`src/rtl/spi_display_receiver.sv`:
```
// spi_display_receiver: oversampled SPI display target that rebuilds words and
// queues {data, len-1, dc} entries in a small show-ahead FIFO.
module spi_display_receiver #(
    parameter int WORD_BITS   = 16,
    parameter int FIFO_DEPTH  = 4,
    parameter int SYNC_STAGES = 2
)(
    input  logic                         CLK_25MHz,
    input  logic                         RESET,
    input  logic                         SPI_CS,
    input  logic                         SPI_RESET,
    input  logic                         SPI_DC,
    input  logic                         SPI_SDI,
    input  logic                         SPI_SCK,
    output logic [WORD_BITS-1:0]         RX_DATA,
    output logic [$clog2(WORD_BITS)-1:0] RX_LEN,
    output logic                         RX_MODE,
    output logic                         RX_VALID,
    input  logic                         RX_ACK,
    output logic                         OVERFLOW,
    output logic                         DISP_IN_RESET
);
    localparam int LW = $clog2(WORD_BITS);
    localparam int CW = $clog2(WORD_BITS + 1);
    localparam int AW = $clog2(FIFO_DEPTH);

    typedef enum logic [1:0] {IDLE, SHIFT, HOLD} state_t;

    logic [4:0] sync_q [SYNC_STAGES];
    logic cs_s, rst_s, sck_s, sdi_s, dc_s, sck_prev_q, sck_rise;
    state_t state_q, state_d;
    logic [WORD_BITS-1:0] shreg_q, shreg_d, shifted;
    logic [CW-1:0] cnt_q, cnt_d, cnt_inc;
    logic mode_q, mode_d;
    logic push, push_mode;
    logic [WORD_BITS-1:0] push_data;
    logic [LW-1:0] push_len;
    logic [WORD_BITS+LW:0] mem_q [FIFO_DEPTH];
    logic [AW:0] wr_ptr_q, rd_ptr_q;
    logic empty, full, pop, wr_en, overflow_q;

    // Stage order {CS, RESET, SCK, SDI, DC}; reset loads the idle link levels.
    always_ff @(posedge CLK_25MHz) begin
        if (RESET) begin
            for (int i = 0; i < SYNC_STAGES; i++) sync_q[i] <= 5'b11000;
            sck_prev_q <= 1'b0;
        end else begin
            sync_q[0] <= {SPI_CS, SPI_RESET, SPI_SCK, SPI_SDI, SPI_DC};
            for (int i = 1; i < SYNC_STAGES; i++) sync_q[i] <= sync_q[i-1];
            sck_prev_q <= sck_s;
        end
    end

    assign {cs_s, rst_s, sck_s, sdi_s, dc_s} = sync_q[SYNC_STAGES-1];
    assign sck_rise = sck_s & ~sck_prev_q;
    assign shifted  = {shreg_q[WORD_BITS-2:0], sdi_s};
    assign cnt_inc  = cnt_q + 1'b1;

    always_ff @(posedge CLK_25MHz) begin
        if (RESET) begin
            state_q <= IDLE;
            shreg_q <= '0;
            cnt_q   <= '0;
            mode_q  <= 1'b0;
        end else begin
            state_q <= state_d;
            shreg_q <= shreg_d;
            cnt_q   <= cnt_d;
            mode_q  <= mode_d;
        end
    end

    // Shift register is cleared on every push so a partial word is already right-aligned.
    always_comb begin
        state_d   = state_q;
        shreg_d   = shreg_q;
        cnt_d     = cnt_q;
        mode_d    = mode_q;
        push      = 1'b0;
        push_data = shifted;
        push_len  = LW'(WORD_BITS - 1);
        push_mode = mode_q;
        if (!rst_s) begin
            state_d = HOLD;
            shreg_d = '0;
            cnt_d   = '0;
        end else if (state_q == HOLD) begin
            state_d = cs_s ? IDLE : SHIFT;
        end else if (state_q == IDLE) begin
            state_d = cs_s ? IDLE : SHIFT;
        end else if (cs_s) begin
            state_d   = IDLE;
            shreg_d   = '0;
            cnt_d     = '0;
            push      = cnt_q != '0;
            push_data = shreg_q;
            push_len  = LW'(cnt_q - 1'b1);
        end else if (sck_rise) begin
            mode_d    = (cnt_q == '0) ? dc_s : mode_q;
            push_mode = mode_d;
            push      = cnt_inc == CW'(WORD_BITS);
            shreg_d   = push ? '0 : shifted;
            cnt_d     = push ? '0 : cnt_inc;
        end
    end

    assign empty    = wr_ptr_q == rd_ptr_q;
    assign full     = (wr_ptr_q[AW] != rd_ptr_q[AW]) && (wr_ptr_q[AW-1:0] == rd_ptr_q[AW-1:0]);
    assign pop      = RX_ACK & ~empty;
    assign wr_en    = push & (~full | pop);
    assign RX_VALID = ~empty;
    assign OVERFLOW = overflow_q;
    assign DISP_IN_RESET = ~rst_s;
    assign {RX_MODE, RX_LEN, RX_DATA} = RX_VALID ? mem_q[rd_ptr_q[AW-1:0]] : '0;

    always_ff @(posedge CLK_25MHz) begin
        if (wr_en) mem_q[wr_ptr_q[AW-1:0]] <= {push_mode, push_len, push_data};
    end

    always_ff @(posedge CLK_25MHz) begin
        if (RESET) begin
            wr_ptr_q   <= '0;
            rd_ptr_q   <= '0;
            overflow_q <= 1'b0;
        end else begin
            if (wr_en) wr_ptr_q <= wr_ptr_q + 1'b1;
            if (pop) rd_ptr_q <= rd_ptr_q + 1'b1;
            if (push && full && !pop) overflow_q <= 1'b1;
        end
    end
endmodule

```
`config.mk`:
```
export PLATFORM = sky130hd
export DESIGN_NAME = spi_display_receiver
export DESIGN_NICKNAME = d
export VERILOG_FILES = /design/src/rtl/spi_display_receiver.sv
export SDC_FILE = /design/constraint.sdc
export NUM_CORES = 1
export LEC_CHECK = 0
export BUFFER_PORTS_ARGS = -buffer_cell sky130_fd_sc_hd__buf_2
export CAP_MARGIN = 20
export CORE_ASPECT_RATIO = 0.75
export CORE_MARGIN = 2
export CORE_UTILIZATION = 64
export DETAILED_ROUTE_END_ITERATION = 16
export PLACE_DENSITY_LB_ADDON = 0.12
export RECOVER_POWER = 25
export SLEW_MARGIN = 0
export SYNTH_ARGS = -nofsm -noshare
export SYNTH_HDL_FRONTEND = slang
export SYNTH_SLANG_ARGS = --single-unit
```
`constraint.sdc`:
```
create_clock -name CLK_25MHz -period 6.33 [get_ports CLK_25MHz]
set_input_delay 0 -clock CLK_25MHz [delete_from_list [all_inputs] [get_ports CLK_25MHz]]
set_output_delay 0 -clock CLK_25MHz [all_outputs]
set_load 0.03 [all_outputs]
```
-- Yosys cells after proc, flatten, opt, wreduce, memory -nomap -nowiden
Memory sizes are Yosys's and may differ from the RTL's. A register that Yosys moved wholly into a read port is not among the register bits.
Index checks and enable logic that the tools add are counted.
- bits in registers: 32
- RAM bits: 94
- input bits: 8
- logic and storage cells: 84
- memories: 2
- add/sub/neg operators: 4
- equality and inequality tests: 6
- mux-type cells: 40
- bitwise operators: 12
- reduce and logical (&&, ||, !) cells: 11
- memory list (name ; words ; width ; read ports ; clocked after memory_dff ; write ports ; line ; source):
    mem_q ; 4 ; 21 ; 1 ; 1 ; 1 ; 38 ; logic [WORD_BITS+LW:0] mem_q [FIFO_DEPTH];
    sync_q ; 2 ; 5 ; 2 ; 0 ; 2 ; 29 ; logic [4:0] sync_q [SYNC_STAGES];
- operator list (kind ; count):
    $mux 16 ; 7
    $mux 5 ; 5
    $mux 21 ; 1
    $mux 1 ; 17
    $mux 4 ; 4
    $mux 2 ; 6
    $add 3x1->3 const B ; 2
    $not 1->1 ; 6
    $add 5x1->5 const B ; 1
    $eq 5x5->1 const B ; 1
    $logic_not 5->1 ; 1
    $reduce_bool 5->1 ; 1
    $ne 4x2->1 const B ; 1
    $sub 4x1->4 const B ; 1
    $and 1x1->1 ; 3
    $eq 3x3->1 ; 1
    $logic_and 1x1->1 ; 3
    $or 1x1->1 ; 3
    $reduce_and 3->1 ; 1
    $reduce_bool 3->1 ; 1
    $eq 2x2->1 ; 1
    $eq 2x2->1 const B ; 1
    $logic_not 2->1 ; 1
    $reduce_bool 2->1 ; 1
    3 further kinds ; 3

-- Depth between registers and ports, before layout
Gate-level depths: netlist of the first run.
- depth after elaboration: 10
- gate-level depth with buffers: 7
- mapped depth without buffers: 6

-- Least setup slack after synthesis of the first run
No wires, ideal clock.
- path type: register -> register
- start point: reg cnt_q[0]
- end point: reg wr_ptr_q[2]
- arrival: 2.470 ns
- required time: 6.207 ns
- setup slack: 3.737 ns
- stages on the path, launching flop included: 6
- buffers on the path: 0
- cell sequence: dfxtp_1 -> ha_1 -> nand2_1 -> o32a_1 -> nor3b_2 -> mux2_1
- longest elaborated chain between the ends: 8
- elaborated cells between the ends (all ways): 9
- ends and longest elaborated chain (element ; line ; source):
    start: declaration ; 33 ; logic [CW-1:0] cnt_q, cnt_d, cnt_inc;
    start signal: assignment ; 68 ; cnt_q <= cnt_d;
    $add 5x1->5 ; 57 ; assign cnt_inc = cnt_q + 1'b1;
    $eq 5x5->1 ; 101 ; push = cnt_inc == CW'(WORD_BITS);
    $mux 1 ; 98 ; end else if (sck_rise) begin
    $mux 1 (*) ; 91 ; end else if (cs_s) begin
    $mux 1 (*) ; 89 ; end else if (state_q == IDLE) begin
    $mux 1 (*) ; 87 ; end else if (state_q == HOLD) begin
    $mux 1 (*) ; 83 ; if (!rst_s) begin
    $and 1x1->1 (*) ; 110 ; assign wr_en = push & (~full | pop);
    end signal: assignment ; 126 ; if (wr_en) wr_ptr_q <= wr_ptr_q + 1'b1;
    end: declaration ; 39 ; logic [AW:0] wr_ptr_q, rd_ptr_q;
Mark *: on every way between the ends. The rest lies on a longest branch, timed or not.
A chain may end at the register's enable or synchronous reset.

==> results.ini, run 1 <==
[outcome]
outcome=finished clean

[pwr]
ir_drop_mv=0.241
powerDensity_mw_per_mm2=300
leakagePower_nw=2.16

[clocking]
clkSinkCount=127
cts.path.max_buffers=2
insertion_delay_ns=0.52
cts_root_buffer=clkbuf_8
postCtsSetupRepairBufs=0
cts_tree=built
numCtsBuffers=17
clk_pin_slew_ns=0.06
htreeDepth=4

[floorplanning]
core_sq_mm=0.00778
io_pins=32
start_util_pct=64.9
dieArea_sq_mm=0.00862
core.rowCount=28
die_h_microns=80.9
die_w_microns=107

[drt]
ant_nets=0
wl_met3_microns=668
remaining_drc_errors=0
routed_wl_mm=9.72
met2RoutedLength_mm=4.57
first_pass_iters=4
drt_iter0_drc=220
highest_layer=met4
num_vias=2965
avgRoutedWirePerCell_microns=18.7
via_per_inst=5.71
wl_met1_mm=4.34

[layout]
nFillCells=480
drive_gt1_share_pct=22.5
layout_commonest_cell=edfxtp_1
final_cells=519
layout.cells.most_common_list=84 x edfxtp_1, 58 x nand2_1, 43 x dfxtp_1
synthToLayoutAreaGrowth_pct=18.3
ff_latch_area_sq_mm=0.00338
multi_input_area_sq_mm=0.00157
num_antenna_cells=0
nNetsFinal=417

[sta]
maxSlewHeadroom_pct=27.6
fmax_mhz=356
rsz0062_at_grt=false
fin_skew_ns=0.0118
setup_tns_ns=0
hold_violations=0
finalMaxSlewViolations=0
setup_viol=0
worst_pin_slew_ns=1.09
period_share_pct=44.3
fin_crit_ns=2.81

[logic_synthesis]
seq_area_frac_synth_pct=67.1
synthesis.instances=353
synth.avg_cell_area_sq_um=14.3
yosysWarnings=0
netlist_area_sq_mm=0.00504
syn_nets=369
synth_enable_flop_cells=84
ys_dominant_reg_cell=edfxtp_1
yosys.cell_types.count=39
ys_ff_latch=127
async_flop_share_pct=0

[placed_design]
place_congestion=0.822
io_buffers=31
dp_hpwl_mm=5.49
dpl.cell_count=476

[worst_hold_path]
min_path_type=in -> reg
holdPathStages=3

[worst_setup_path]
start_kind=flop
ff2ff_path_depth=4
cp_max_fo=21
worst_ep_arrival_time_ns=2.94
crit_type=reg -> reg
cp.required_ns=6.46
endpoint_kind=flop

[global_route]
grt_max_degree=25
antenna_found_initial=0
grt_use_total_pct=24.6
grt_pass1_wl_mm=14.9
grt_remaining_overflow=0
grt_pass1_vias=2729

[run]
max-cap-violations=0

state kept, by name, summed over array words and instances (netlist names), named ones only:
name,count
mem_q,84
shreg_q,16
sync_q,10
cnt_q,5
rd_ptr_q,3
wr_ptr_q,3
OVERFLOW,1
mode_q,1
sck_prev_q,1
state_q,1
Yosys cell counts (2+ instances only):
master / n / share of area (%)
o31ai_1: 2 / 0.30
a21oi_1: 7 / 0.69
nand2_1: 58 / 4.3
dfxtp_1: 43 / 17
clkbuf_1: 12 / 0.89
or2_2: 4 / 0.50
buf_2: 4 / 0.40
nand3_1: 4 / 0.40
nand2b_1: 2 / 0.25
edfxtp_1: 84 / 50
nor2b_1: 12 / 1.5
nor2_1: 10 / 0.74
ha_1: 8 / 2.0
mux4_2: 21 / 9.4
o21ai_0: 8 / 0.79
xnor2_1: 3 / 0.52
and2_1: 24 / 3.0
xor2_1: 4 / 0.69
inv_1: 8 / 0.60
a22o_1: 16 / 2.8
metal layers:
metal,vias to the layer above,global-route usage (%)
met1,1455,34.2
met2,106,37.2
met4,0,9.48
met3,12,7.87
met5,-,0
li1,1392,-
worst max-delay path, stage by stage, from the launching register on:
cell	delay, ns
dfxtp_1	0.45
nand3_1	0.48
o32a_1	0.43
nor2_1	0.19
and2_1	0.87
final cells by class:
| class | instances | share of cell area (%) |
|---|---|---|
| Clock buffer | 18 | 7.01 |
| Clock inverter | 14 | 2.27 |
| Inverter | 8 | 0.503 |
| Multi-Input combinational cell | 202 | 26.3 |
| Sequential cell | 127 | 56.7 |
| Tap cell | 105 | 2.20 |
| Timing Repair Buffer | 45 | 5.05 |
cells by family after synthesis:
group                    count (synthesis)  share of synthesized area (%)
buffers and inverters                   24                           1.88
flip-flops                             127                           67.1
XOR/XNOR                                 7                           1.22
adder cells (fa/ha/maj)                  8                           1.98
multiplexers                            24                           10.0
AND/OR/NAND/NOR                        127                           12.8
AO/OA/AOI/OAI                           36                           5.06
worst paths after layout:
path / endpoint / start / slack [ns]
max: mem_q[2][1]$_DFFE_PP_ / sync_q[0][8]$_SDFF_PP1_ / 3.52
min reg2reg: sync_q[0][8]$_SDFF_PP1_ / sync_q[0][3]$_SDFF_PP1_ / 0.42
max reg2reg: mem_q[2][1]$_DFFE_PP_ / sync_q[0][8]$_SDFF_PP1_ / 3.52
min: sync_q[0][3]$_SDFF_PP1_ / SPI_RESET / 0.21
where the power goes:
group / switching (mW) / internal, mW
registers: 0.00180 / 0.877
clock network: 0.365 / 0.526
logic: 0.0107 / 0.00902
total: 0.377 / 1.41
what timing repair did:
item | in CTS | in global routing
resized for setup | 0 | 0
hold buffers | 10 | 0
hold endpoints to repair | 18 | 0
per-stage QoR:
step           hold slack, ns  setup WS, ns  cell area [sq um]  power [mW]  util, %
6_report                0.205          3.52               5970        1.79     76.7
5_1_grt                 0.199          3.29               5970        1.84     76.7
4_1_cts                 0.176          3.50               5940        1.80     76.4
3_5_place_dp            0.186          3.51               5290       0.911     68.0
3_3_place_gp            0.184          3.63               5290       0.910     68.0
2_1_floorplan           0.104          3.74               5040       0.905        -
(Power assumes the default switching activity.)
==> run 2: changes to the inputs <==
--- a/config.mk
+++ b/config.mk
@@ -9,7 +9,7 @@
 export CAP_MARGIN = 20
 export CORE_ASPECT_RATIO = 0.75
 export CORE_MARGIN = 2
-export CORE_UTILIZATION = 64
+export CORE_UTILIZATION = 54
 export DETAILED_ROUTE_END_ITERATION = 16
 export PLACE_DENSITY_LB_ADDON = 0.12
 export RECOVER_POWER = 25
==> constraint.sdc (replaced) <==
create_clock -name CLK_25MHz -period 2.3 [get_ports CLK_25MHz]
set_input_delay 0 -clock CLK_25MHz [delete_from_list [all_inputs] [get_ports CLK_25MHz]]
set_output_delay 0 -clock CLK_25MHz [all_outputs]
set_load 0.03 [all_outputs]
==> results.ini, run 2 (synthesis gave the netlist of run 1 again) <==
[outcome]
outcome=finished clean

[drt]
first_pass_iters=4  ; unchanged
via_per_inst=5.26  ; -8.0%
avgRoutedWirePerCell_microns=16.0  ; -15%
num_vias=2897  ; -2.3%
drt_iter0_drc=159  ; -28%
remaining_drc_errors=0  ; unchanged
ant_nets=0  ; unchanged
routed_wl_mm=8.80  ; -9.4%

[sta]
fmax_mhz=469  ; +32%
fin_crit_ns=2.13  ; -0.673 ns
finalMaxSlewViolations=0  ; unchanged
whs_ns=0.306  ; +0.101 ns
hold_violations=0  ; unchanged
setup_tns_ns=0  ; unchanged
period_share_pct=92.7  ; +48 points
rsz0062_at_grt=false
fin_skew_ns=0.00617  ; -0.00567 ns
maxSlewHeadroom_pct=34.7  ; +7.0 points
setup_viol=0  ; unchanged
worst_pin_slew_ns=0.977  ; -0.109 ns

[clocking]
htreeDepth=4  ; unchanged
cts_root_buffer=clkbuf_16
cts.path.max_buffers=2  ; unchanged
clk_pin_slew_ns=0.05  ; about the same
cts_tree=built
insertion_delay_ns=0.41  ; -0.11 ns
clkSinkCount=127  ; unchanged
postCtsSetupRepairBufs=0  ; unchanged
numCtsBuffers=17  ; unchanged

[global_route]
grt_remaining_overflow=0  ; unchanged
grt_pass1_wl_mm=13.9  ; -7.1%
antenna_found_initial=0  ; unchanged
grt_use_total_pct=19.3  ; -5.4 points
grt_pass1_vias=2714  ; -0.55%
grt_max_degree=24  ; -4.0%

[run]
max-cap-violations=0  ; unchanged

[pwr]
powerDensity_mw_per_mm2=824  ; +170%
post-layout-total-power_mw=5.04  ; +180%
ir_drop_mv=0.611  ; +150%
leakagePower_nw=2.24  ; +3.4%

[worst_setup_path]
cp_max_fo=21  ; unchanged
cp.required_ns=2.41  ; -4.05 ns
worst_ep_arrival_time_ns=2.25  ; -0.69 ns
start_kind=flop
crit_type=reg -> reg
endpoint_kind=flop

[placed_design]
dpl_cell_area_sq_mm=0.00544  ; +2.9%
dp_hpwl_mm=5.64  ; +2.8%
io_buffers=31  ; unchanged
place_congestion=0.841  ; +2.3%
dpl.cell_count=508  ; +6.7%

[layout]
nNetsFinal=426  ; +2.2%
num_antenna_cells=0  ; unchanged
layout_commonest_cell=edfxtp_1
synthToLayoutAreaGrowth_pct=21.3
final_area_sq_mm=0.00612  ; +2.6%
layout.cells.most_common_list=84 x edfxtp_1, 58 x nand2_1, 43 x dfxtp_1
largest_reg_flops=84  ; unchanged
drive_gt1_share_pct=22.7  ; +0.23 points
final_cells=551  ; +6.2%

[floorplanning]
die_w_microns=116  ; +8.5%
core.rowCount=30  ; +7.1%
core_sq_mm=0.00905  ; +16%
io_pins=32  ; unchanged
dieArea_sq_mm=0.0101  ; +18%
start_util_pct=55.8  ; -9.1 points
die_h_microns=87.7  ; +8.4%

[worst_hold_path]
min_path_type=in -> reg

[run 2: changes by cell type in the layout (fill, tap and decap cells not counted), sizes merged, moves of 2 or more]
cell	delta
inv	-4
clkinvlp	-4
clkinv	+7
buf	+6
bufinv	+2
[run 2: path summary, 6_finish.rpt]
path,startpoint,endpoint,slack [ns],cells past startpoint
worst max-delay path,cnt_q[0]$_SDFFE_PP0P_,mem_q[1][1]$_DFFE_PP_,0.17,6
worst min-delay path,SPI_CS,sync_q[0][4]$_SDFF_PP1_,0.31,3
worst max register to register,cnt_q[0]$_SDFFE_PP0P_,mem_q[1][1]$_DFFE_PP_,0.17,6
worst min register to register,sync_q[0][3]$_SDFF_PP1_,sync_q[0][8]$_SDFF_PP1_,0.41,1
[run 2: metrics by stage]
step / util (%) / setup WS (ns)
floorplan: - / 0.0158
global placement: 60.2 / 0.253
detailed placement: 60.2 / 0.158
CTS: 67.7 / 0.0637
global route: 67.7 / 0.0116
finish: 67.7 / 0.167
[run 2: final cells by class]
cell class | instances | area [sq um]
flip-flops and latches | 127 | 3380
multi-input cells | 202 | 1580
repair buffers | 54 | 394
inverters | 8 | 30.0
clock buffers | 17 | 425
clock inverters | 15 | 151
well taps | 128 | 160
fillers | 641 | 2930
[run 2: timing repair]
item,in CTS,in global routing
endpoints found under the setup margin,0,64
hold endpoints to repair,13,0
hold buffers,11,0
resized for setup,0,2
[run 2: per-layer routing]
metal  vias to the layer above  global-route usage (%)  part of all wire (%)
met4                         0                    9.09                   1.1
met5                         -                       0                     0
met3                         9                    6.23                   4.7
met1                      1412                    27.7                    50
li1                       1409                       -                     -
met2                        67                    26.9                    44
[run 2: worst max-delay path, cell delays in order, from the launching register on]
cell     delay (ns)
dfxtp_1        0.47
ha_1           0.28
nand2_1        0.12
o32a_2         0.42
nor2_1         0.16
and2_1         0.19
buf_12         0.19
[run 2: power by group]
part,switching [mW],internal [mW],total (mW)
clock,0.896,1.67,2.57
sequential,0.00486,2.42,2.42
combinational,0.0280,0.0259,0.0539
==> run 3: changes to the inputs <==
==> constraint.sdc (replaced) <==
create_clock -name CLK_25MHz -period 2.3 [get_ports CLK_25MHz]
set_input_delay 0 -clock CLK_25MHz [delete_from_list [all_inputs] [get_ports CLK_25MHz]]
set_output_delay 0 -clock CLK_25MHz [all_outputs]
set_load 0.05 [all_outputs]
==> results.ini, run 3 (synthesis gave the netlist of run 1 again) <==
[worst_setup_path]
cp-startpoint=cnt_q[0]$_SDFFE_PP0P_
worst_ep_arrival_time_ns=2.23  ; -0.02 ns
cpMaxStageDelayCell=dfxtp_1
crit_type=reg -> reg
crit_family=simple AND/OR/NAND/NOR gates
rr_startpoint=cnt_q[0]$_SDFFE_PP0P_
crit_buf_inv=1  ; unchanged
max_stage_delay_ns=0.45  ; -0.02 ns
path_cells=ha_1, nand2_1, o32a_2, nor2_1, and2_1, buf_12
cp_max_fo=21  ; unchanged
cp.required_ns=2.41  ; about the same
endpoint_kind=flop
start_kind=flop

[global_route]
grt_use_total_pct=19.9  ; +0.68 points
grt_remaining_overflow=0  ; unchanged
antenna_found_initial=0  ; unchanged
grt_use_met2_pct=27.9  ; +0.96 points
grt.busiest_layer=met1
grtUsageMet3_pct=6.44  ; +0.21 points
grt_pass1_vias=2809  ; +3.5%
grt_max_degree=25  ; +4.2%
grt_pass1_wl_mm=14.6  ; +5.3%
use_met1_pct=29.3  ; +1.7 points

[layout]
num_antenna_cells=0  ; unchanged
final_cells=549  ; -0.36%
layout.cells.most_common_list=84 x edfxtp_1, 58 x nand2_1, 43 x dfxtp_1
largest_reg_flops=84  ; unchanged
nNetsFinal=424  ; -0.47%
fin_util_pct=67.2  ; -0.47 points
drive_gt1_share_pct=22.3  ; -0.37 points
synthToLayoutAreaGrowth_pct=20.5
layout_commonest_cell=edfxtp_1
nFillCells=660  ; +3.0%

[pwr]
seq_power_share_pct=48.9  ; +0.9 points
p_int_mw=4.00  ; -2.7%
p_switching_uw=952  ; +2.5%
p_sw_share_pct=19.2  ; +0.80 points
leakagePower_nw=2.20  ; -1.6%
powerDensity_mw_per_mm2=815  ; -1.1%
ir_drop_mv=0.491  ; -20%
p_comb_share_pct=1.1  ; about the same
p_clk_share_pct=50.0  ; -0.9 points

[clocking]
cts_root_buffer=clkbuf_16
cts_tree=built
insertion_delay_ns=0.41  ; about the same
postCtsSetupRepairBufs=0  ; unchanged
htreeDepth=4  ; unchanged
cts.path.max_buffers=2  ; unchanged
clk_pin_slew_ns=0.06  ; about the same
numCtsBuffers=17  ; unchanged
clkSinkCount=127  ; unchanged

[drt]
num_vias=2895  ; -0.069%
remaining_drc_errors=0  ; unchanged
drt_iter0_drc=202  ; +27%
avgRoutedWirePerCell_microns=16.6  ; +4.0%
first_pass_iters=4  ; unchanged
routed_wl_mm=9.13  ; +3.7%
ant_nets=0  ; unchanged
via_per_inst=5.27  ; +0.30%

[floorplanning]
dieArea_sq_mm=0.0101  ; unchanged
core_sq_mm=0.00905  ; unchanged
io_pins=32  ; unchanged
die_w_microns=116  ; unchanged
core.rowCount=30  ; unchanged
start_util_pct=55.8  ; unchanged
die_h_microns=87.7  ; unchanged

[sta]
setup_viol=0  ; unchanged
setup_tns_ns=0  ; unchanged
worst_pin_slew_ns=0.969  ; -0.00798 ns
maxSlewHeadroom_pct=35.2  ; +0.53 points
period_share_pct=92.2  ; -0.49 points
fmax_mhz=471  ; +0.53%
finalMaxSlewViolations=0  ; unchanged
fin_skew_ns=0.00957  ; +0.00339 ns
fin_crit_ns=2.12  ; -0.0112 ns
rsz0062_at_grt=false
hold_violations=0  ; unchanged

[placed_design]
io_buffers=31  ; unchanged
place_congestion=0.842  ; +0.19%
dpl.cell_count=507  ; -0.20%
dp_hpwl_mm=5.62  ; -0.36%

[run]
max-cap-violations=0  ; unchanged

[worst_hold_path]
min_path_type=in -> reg
hp-start=SPI_CS

[outcome]
outcome=finished clean

[run 3: changes by cell type in the layout (fill, tap and decap cells not counted)]
cell	delta
bufinv_16	-1
clkinv_2	-3
clkinv_4	-1
or3b_4	-1
or3b_2	+1
dlygate4sd3_1	-1
buf_2	+1
buf_4	-1
clkbuf_1	-1
clkinv_1	+2
clkinvlp_4	+3
[run 3: per-layer routing]
metal / vias to the layer above / share of wire [%] / routed length (microns)
li1: 1402 / - / -
met1: 1411 / 51 / 4690
met2: 71 / 43 / 3930
met3: 11 / 4.1 / 378
met4: 0 / 1.3 / 120
met5: - / 0 / 0
[run 3: stage by stage]
stage | setup WS [ns] | power, mW | area (sq um) | hold WS, ns
floorplan | 0.0158 | 2.49 | 5050 | 0.104
global placement | 0.245 | 2.51 | 5430 | 0.183
detailed placement | 0.161 | 2.51 | 5430 | 0.189
CTS | 0.137 | 4.98 | 6090 | 0.292
global route | 0.0342 | 5.10 | 6080 | 0.291
finish | 0.178 | 4.95 | 6080 | 0.301
[run 3: repair_timing]
action / in CTS / in global routing
setup endpoints to repair: 0 / 49
hold buffers: 10 / 0
hold endpoints to repair: 10 / 0
resized for setup: 0 / 1
[run 3: worst min-delay path, cell delays in order]
cell and delay, ns:
dlygate4sd3_1 0.52, buf_2 0.09, or2_2 0.08
[run 3: worst paths after layout]
check	endpoint	slack, ns	cells after the start
setup reg to reg	mem_q[1][16]$_DFFE_PP_	0.18	6
hold reg to reg	sync_q[0][8]$_SDFF_PP1_	0.41	1
hold / removal	sync_q[0][4]$_SDFF_PP1_	0.30	3
setup / recovery	mem_q[1][16]$_DFFE_PP_	0.18	6
[run 3: final cells by class]
cell class              count  area [sq um]  area share (%)
flip-flops and latches    127          3380            55.7
multi-input cells         202          1570            25.9
clock buffers              17           425            7.00
repair buffers             52           378            6.22
well taps                 128           160            2.63
clock inverters            15           128            2.10
inverters                   8          30.0           0.494
[run 3: power by group through the flow]
| stage | Sequential (mW) | Combinational [mW] | Clock [mW] |
|---|---|---|---|
| after global placement | 2.47 | 0.0433 | 0 |
| after global routing | 2.42 | 0.0616 | 2.62 |
| after CTS | 2.42 | 0.0573 | 2.50 |
| after detailed placement | 2.47 | 0.0444 | 0 |
| after floorplan | 2.46 | 0.0290 | 0 |
| final | 2.42 | 0.0558 | 2.48 |
